<file path="config.mk">
export PLATFORM = sky130hd
export DESIGN_NAME = load_store_unit_flat
export DESIGN_NICKNAME = d
export VERILOG_FILES = /design/src/rtl/load_store_unit_pkg.sv /design/src/rtl/load_store_unit_if.sv /design/src/rtl/load_store_unit_load_extender.sv /design/src/rtl/load_store_unit.sv /design/src/flat_wrapper.sv
export SDC_FILE = /design/constraint.sdc
export NUM_CORES = 1
export LEC_CHECK = 0
export ABC_AREA = 1
export CORE_MARGIN = 1
export CORE_UTILIZATION = 52
export DETAILED_ROUTE_END_ITERATION = 10
export PLACE_DENSITY = 0.86
export SLEW_MARGIN = 20
export SYNTH_ARGS = -nofsm -noshare
export SYNTH_HDL_FRONTEND = slang
export SYNTH_HIERARCHICAL = 1
export SYNTH_SLANG_ARGS = --single-unit
</file>
<file path="constraint.sdc">
create_clock -name clk -period 7.14 [get_ports clk]
set_clock_uncertainty 0.1 [all_clocks]
set_input_delay 1.428 -clock clk [delete_from_list [all_inputs] [get_ports clk]]
set_output_delay 1.428 -clock clk [all_outputs]
set_load 0.1 [all_outputs]
</file>
<file path="src/rtl/load_store_unit_pkg.sv">
// Shared CPU types for the load/store path: access sizes, LSU states and
// the store lane helpers.
package cpu_types;

    typedef enum logic [1:0] {
        MEM_BYTE = 2'd0,
        MEM_HALF = 2'd1,
        MEM_WORD = 2'd2
    } memory_size_t;

    typedef enum logic [1:0] {
        LSU_IDLE,
        LSU_BUSY,
        LSU_DONE
    } lsu_state_t;

    // Size 2'd3 falls into the default arm and behaves as a word access.
    function automatic logic is_misaligned(memory_size_t size, logic [1:0] off);
        case (size)
            MEM_BYTE: is_misaligned = 1'b0;
            MEM_HALF: is_misaligned = off[0];
            default:  is_misaligned = (off != 2'b00);
        endcase
    endfunction

    function automatic logic [3:0] store_mask(memory_size_t size, logic [1:0] off);
        case (size)
            MEM_BYTE: store_mask = 4'b0001 << off;
            MEM_HALF: store_mask = 4'b0011 << off;
            default:  store_mask = 4'b1111;
        endcase
    endfunction

    function automatic logic [31:0] store_data(memory_size_t size, logic [31:0] wdata);
        case (size)
            MEM_BYTE: store_data = {4{wdata[7:0]}};
            MEM_HALF: store_data = {2{wdata[15:0]}};
            default:  store_data = wdata;
        endcase
    endfunction

endpackage

</file>
<file path="src/rtl/load_store_unit_if.sv">
// Data-memory valid/ready bus between the load/store unit and the memory.
interface load_store_unit_if;
    logic        mem_valid;
    logic        mem_we;
    logic [31:0] mem_addr;
    logic [3:0]  mem_wmask;
    logic [31:0] mem_wdata;
    logic        mem_ready;
    logic [31:0] mem_rdata;

    modport master (
        output mem_valid, mem_we, mem_addr, mem_wmask, mem_wdata,
        input  mem_ready, mem_rdata
    );

    modport slave (
        input  mem_valid, mem_we, mem_addr, mem_wmask, mem_wdata,
        output mem_ready, mem_rdata
    );
endinterface

</file>
<file path="src/rtl/load_store_unit_load_extender.sv">
// Combinational load extraction: selects the addressed byte/half of a bus word
// and sign- or zero-extends it to 32 bits.
module load_extender
    import cpu_types::*;
(
    input  logic [31:0]  word,
    input  logic [1:0]   offset,
    input  memory_size_t size,
    input  logic         sign_ext,
    output logic [31:0]  result
);

    logic [31:0] shifted;

    assign shifted = word >> {offset, 3'b000};

    always_comb begin
        case (size)
            MEM_BYTE: result = {{24{sign_ext & shifted[7]}}, shifted[7:0]};
            MEM_HALF: result = {{16{sign_ext & shifted[15]}}, shifted[15:0]};
            default:  result = shifted;
        endcase
    end

endmodule

</file>
<file path="src/rtl/load_store_unit.sv">
// Load/store unit: issues one data-memory access per request over a
// valid/ready bus, stalling the core until it completes, faults or times out.
module load_store_unit
    import cpu_types::*;
#(
    parameter int TIMEOUT_CYCLES = 255
) (
    input  logic         clk,
    input  logic         rst,
    input  logic         req_valid,
    input  logic         req_we,
    input  memory_size_t req_size,
    input  logic         req_sign_ext,
    input  logic [31:0]  req_addr,
    input  logic [31:0]  req_wdata,
    output logic         stall,
    output logic [31:0]  rdata,
    output logic         fault,
    load_store_unit_if.master mem
);

    lsu_state_t   state, state_next;
    logic         mem_valid_q, mem_valid_n;
    logic         mem_we_q, mem_we_n;
    logic [31:0]  mem_addr_q, mem_addr_n;
    logic [3:0]   mem_wmask_q, mem_wmask_n;
    logic [31:0]  mem_wdata_q, mem_wdata_n;
    logic [31:0]  rdata_q, rdata_n;
    logic         fault_q, fault_n;
    logic [31:0]  cnt_q, cnt_n;

    memory_size_t size_q;
    logic [1:0]   off_q;
    logic         sign_q;
    logic [31:0]  load_result;

    load_extender u_load_extender (
        .word     (mem.mem_rdata),
        .offset   (off_q),
        .size     (size_q),
        .sign_ext (sign_q),
        .result   (load_result)
    );

    always_comb begin
        state_next  = state;
        mem_valid_n = mem_valid_q;
        mem_we_n    = mem_we_q;
        mem_addr_n  = mem_addr_q;
        mem_wmask_n = mem_wmask_q;
        mem_wdata_n = mem_wdata_q;
        rdata_n     = rdata_q;
        fault_n     = fault_q;
        cnt_n       = cnt_q;
        case (state)
            LSU_IDLE: begin
                mem_valid_n = 1'b0;
                if (req_valid) begin
                    if (is_misaligned(req_size, req_addr[1:0])) begin
                        fault_n    = 1'b1;
                        rdata_n    = '0;
                        state_next = LSU_DONE;
                    end else begin
                        mem_valid_n = 1'b1;
                        mem_we_n    = req_we;
                        mem_addr_n  = {req_addr[31:2], 2'b00};
                        mem_wmask_n = req_we ? store_mask(req_size, req_addr[1:0]) : 4'b0000;
                        mem_wdata_n = store_data(req_size, req_wdata);
                        cnt_n       = '0;
                        state_next  = LSU_BUSY;
                    end
                end
            end
            LSU_BUSY: begin
                // A ready in the timeout cycle still completes the access.
                if (mem.mem_ready) begin
                    mem_valid_n = 1'b0;
                    rdata_n     = mem_we_q ? 32'd0 : load_result;
                    fault_n     = 1'b0;
                    state_next  = LSU_DONE;
                end else if (TIMEOUT_CYCLES != 0 && cnt_q == 32'(TIMEOUT_CYCLES - 1)) begin
                    mem_valid_n = 1'b0;
                    rdata_n     = '0;
                    fault_n     = 1'b1;
                    state_next  = LSU_DONE;
                end else begin
                    cnt_n = cnt_q + 32'd1;
                end
            end
            LSU_DONE: begin
                fault_n    = 1'b0;
                state_next = LSU_IDLE;
            end
            default: state_next = LSU_IDLE;
        endcase
    end

    always_ff @(posedge clk or posedge rst) begin
        if (rst) state <= LSU_IDLE;
        else     state <= state_next;
    end

    always_ff @(posedge clk or posedge rst) begin
        if (rst) begin
            mem_valid_q <= 1'b0;
            mem_we_q    <= 1'b0;
            mem_addr_q  <= '0;
            mem_wmask_q <= '0;
            mem_wdata_q <= '0;
            rdata_q     <= '0;
            fault_q     <= 1'b0;
            cnt_q       <= '0;
        end else begin
            mem_valid_q <= mem_valid_n;
            mem_we_q    <= mem_we_n;
            mem_addr_q  <= mem_addr_n;
            mem_wmask_q <= mem_wmask_n;
            mem_wdata_q <= mem_wdata_n;
            rdata_q     <= rdata_n;
            fault_q     <= fault_n;
            cnt_q       <= cnt_n;
        end
    end

    // Load shape is captured at issue so req_* may change while BUSY.
    always_ff @(posedge clk) begin
        if (state == LSU_IDLE && req_valid) begin
            size_q <= req_size;
            off_q  <= req_addr[1:0];
            sign_q <= req_sign_ext;
        end
    end

    assign stall         = req_valid && (state != LSU_DONE);
    assign rdata         = rdata_q;
    assign fault         = fault_q;
    assign mem.mem_valid = mem_valid_q;
    assign mem.mem_we    = mem_we_q;
    assign mem.mem_addr  = mem_addr_q;
    assign mem.mem_wmask = mem_wmask_q;
    assign mem.mem_wdata = mem_wdata_q;

endmodule

</file>
<file path="src/flat_wrapper.sv">
// flat-port wrapper written by rule: the top's interface ports become plain ports
module load_store_unit_flat import cpu_types::*;
#(
    parameter int TIMEOUT_CYCLES = 255
)
  (clk, rst, req_valid, req_we, req_size, req_sign_ext, req_addr, req_wdata, stall, rdata, fault, mem_mem_valid, mem_mem_we, mem_mem_addr, mem_mem_wmask, mem_mem_wdata, mem_mem_ready, mem_mem_rdata);
  load_store_unit_if mem_i ();
  input  logic clk;
  input  logic rst;
  input  logic req_valid;
  input  logic req_we;
  input  memory_size_t req_size;
  input  logic req_sign_ext;
  input  logic [31:0] req_addr;
  input  logic [31:0] req_wdata;
  output logic stall;
  output logic [31:0] rdata;
  output logic fault;
  output wire logic [$bits(mem_i.mem_valid)-1:0] mem_mem_valid;
  output wire logic [$bits(mem_i.mem_we)-1:0] mem_mem_we;
  output wire logic [$bits(mem_i.mem_addr)-1:0] mem_mem_addr;
  output wire logic [$bits(mem_i.mem_wmask)-1:0] mem_mem_wmask;
  output wire logic [$bits(mem_i.mem_wdata)-1:0] mem_mem_wdata;
  input wire logic [$bits(mem_i.mem_ready)-1:0] mem_mem_ready;
  input wire logic [$bits(mem_i.mem_rdata)-1:0] mem_mem_rdata;
  assign mem_mem_valid = mem_i.mem_valid;
  assign mem_mem_we = mem_i.mem_we;
  assign mem_mem_addr = mem_i.mem_addr;
  assign mem_mem_wmask = mem_i.mem_wmask;
  assign mem_mem_wdata = mem_i.mem_wdata;
  assign mem_i.mem_ready = mem_mem_ready;
  assign mem_i.mem_rdata = mem_mem_rdata;
  load_store_unit #(.TIMEOUT_CYCLES(TIMEOUT_CYCLES)) u_core (.clk(clk), .rst(rst), .req_valid(req_valid), .req_we(req_we), .req_size(req_size), .req_sign_ext(req_sign_ext), .req_addr(req_addr), .req_wdata(req_wdata), .stall(stall), .rdata(rdata), .fault(fault), .mem(mem_i));
endmodule
</file>
==> results.cfg <==
[die]
die_x_um = 121.3
die_height_um = 121.3
die_area_um2 = 14720
core_um2 = 13880
io_pins = 208
initial_core_util_pct = 53.34
core.rowCount = 43

[final_layout]
fill_cells = 1065
multi_input_area_um2 = 3381
final_cell_mix = nand2_1 (472), clkdlybuf4s50_1 (205), dfrtp_1 (135)
seqCellArea_um2 = 3528
final_common_cell = nand2_1
diodes = 0
layout-drive-gt1-share_pct = 4.661
syn_to_final_growth_pct = 35.88
layout.nets = 1316
stdcell_area_um2 = 10060
finish.utilization_pct = 72.47
fin_cells = 1403

[placed_design]
placed_cell_area_um2 = 9460
portBuffers = 205
dp_slack_ns = 2.140
dp_hpwl_um = 14760
gp_congestion = 0.9316
dp.cells = 1371

[sta]
rsz0062_at_grt = false
final-setup-viol-count = 0
hold_ws_ns = 0.3702
fmax_mhz = 199.8
maxSlewViolCount = 0
fin_crit_sh_pct = 70.10
tns_ns = 0
slew_headroom_pct = 30.99
layout_setup_ws_ns = 2.135
worst_pin_slew_ns = 1.032
final_hold_viol_count = 0
finalCriticalPeriod_ns = 5.005

[synth]
synth-edff-count = 5
ys_warn_count = 6
synth_cells = 1029
ys_seq_elements = 140
async_flop_share_pct = 96.43
avgSynthCellArea_um2 = 7.195
yosysSeqAreaShare_pct = 47.66
syn_area_um2 = 7403
synthFlopType = dfrtp_1
yosysUniqueCellTypes = 35

[detailed_routing]
drc = 0
first_iter_violations = 585
routed_wl_um = 21230
antenna_left = 0
via_per_inst = 5.282
route.vias.total = 7411
first_pass_iters = 6
wl_per_cell_um = 15.13

[clocking]
cts.reportedPaths.clkPinSlew_ns = 0.06
cts_buffer_depth = 2
clock-root-buffer = clkbuf_16
numCtsBuffers = 17
cts_setup_buffers = 0
cts_resized = 0
htreeDepth = 4
cts.sinks = 140
cts_hold_buffers = 0
cts_tree = done
clock_latency_ns = 0.42

[critical_path]
cp.required_ns = 5.61
criticalPathCategory = input port to output pin
crit_family = buffers and inverters
cp_cell_sequence = clkdlybuf4s50_1 -> inv_1 -> a21oi_1 -> clkdlybuf4s50_1
slowest_delay_ns = 1.19
cp.arrival_ns = 3.48
crit_path_end_kind = output pin
crit_buf_inv = 3
cp_slowest_cell = clkdlybuf4s50_1
worst-path-max-fanout = 3
worstSetupStartpointType = input port
cp_common_cell = clkdlybuf4s50_1

[global_route]
overflow = 0
grtUsageTotal_pct = 30.58
grt_antenna_before_repair = 0
grt_pass1_wl_um = 34760
grt_max_degree = 98
grt_pass1_vias = 7148

[power]
peakVddDrop_uv = 484.5
finalPower_mw = 5.321
clkPwrFrac_pct = 16.8
swShare_pct = 56.94
switchingPower_mw = 3.030
p_int_mw = 2.291
p_leak_nw = 4.935
pwr-share-comb_pct = 58.8
p_seq_share_pct = 24.4
power_density_nw_per_um2 = 529.0

[job]
maxCapViolCount = 0

[worst_hold_path]
hp-class = register to register

[status]
status = finished, final reports clean
## metal layers
layer,up-vias,part of all wire (%),track usage (%)
li1,3602,-,-
met1,3477,40,37.04
met2,286,49,50.21
met3,46,8.7,9.962
met4,0,2.8,12.04
met5,-,0,0
## cells by family (layout without fill, tap and decap cells)
kind of cell | count (synthesis) | after routing | share of synthesized area (%)
AND/OR/NAND/NOR | 657 | 657 | 36.22
flip-flops | 140 | 140 | 47.66
buffers and inverters | 114 | 307 | 6.828
AO/OA/AOI/OAI | 99 | 99 | 7.014
XOR/XNOR | 16 | 16 | 1.893
adder cells (fa/ha/maj) | 2 | 2 | 0.3380
other | 1 | 2 | 0.05065
## power by group through the flow
stage	clock (mW)	combinational, mW	sequential [mW]
after floorplan	0	0.562	3.10
after global placement	0	3.09	1.30
after detailed placement	0	3.12	1.30
after CTS	0.899	3.13	1.30
after global routing	0.936	3.27	1.34
final	0.892	3.13	1.30
## state kept, by name, indices dropped and copies added, names as in the netlist
register and cells:
u_core/rdata 32, u_core/mem.mem_valid 1, u_core/mem.mem_wmask 4, u_core/size_q 2
u_core/mem.mem_wdata 32, u_core/state 2, u_core/mem.mem_addr 30, u_core/sign_q 1
u_core/cnt_q 32, u_core/mem.mem_we 1, u_core/fault 1, u_core/off_q 2
## cell usage after synthesis (2+ instances only)
master	instances	area share, %
a21oi_1	36	2.4
a22oi_1	2	0.20
a31oi_1	8	0.68
buf_2	23	1.6
buf_4	5	0.51
buf_6	4	0.61
clkbuf_1	14	0.71
dfrtp_1	135	46
edfxtp_1	5	2.0
ha_1	2	0.34
inv_1	61	3.1
inv_2	6	0.30
nand2_1	472	24
nand2_2	3	0.25
nand3_1	87	5.9
nand3_2	5	0.68
nand4_1	6	0.51
nor2_1	71	3.6
nor2_2	2	0.17
nor3_1	5	0.34
o21ai_0	42	2.8
o21ai_1	8	0.54
xnor2_1	3	0.35
xor2_1	13	1.5
## path summary, 6_finish.rpt
kind / slack, ns / to / cells past startpoint / start
max: 2.14 / stall / 4 / req_valid
min: 0.37 / u_core/rdata[26]$_DFFE_PP0P_ / 2 / u_core/rdata[26]$_DFFE_PP0P_
max reg2reg: 4.54 / u_core/mem.mem_wmask[2]$_DFFE_PP0P_ / 7 / u_core/state[1]$_DFFE_PP0P_
min reg2reg: 0.37 / u_core/rdata[26]$_DFFE_PP0P_ / 2 / u_core/rdata[26]$_DFFE_PP0P_
max in group asynchronous: 4.26 / u_core/mem.mem_wdata[4]$_DFFE_PP0P_ / 3 / rst
min in group asynchronous: 1.38 / u_core/cnt_q[14]$_DFFE_PP0P_ / 2 / rst
## worst min-delay path: stages (launching register included)
cell,delay [ns]
dfrtp_1,0.34
nand2_1,0.06
nand2_1,0.04
## area by class of cell
type	instances	share of cell area (%)
clock inverters	13	1.405
inverters	67	2.550
repair buffers	208	20.62
multi-input cells	776	33.61
well taps	180	2.239
flip-flops and latches	140	35.07
clock buffers	19	4.503
Power figures use the tool's default switching activity.
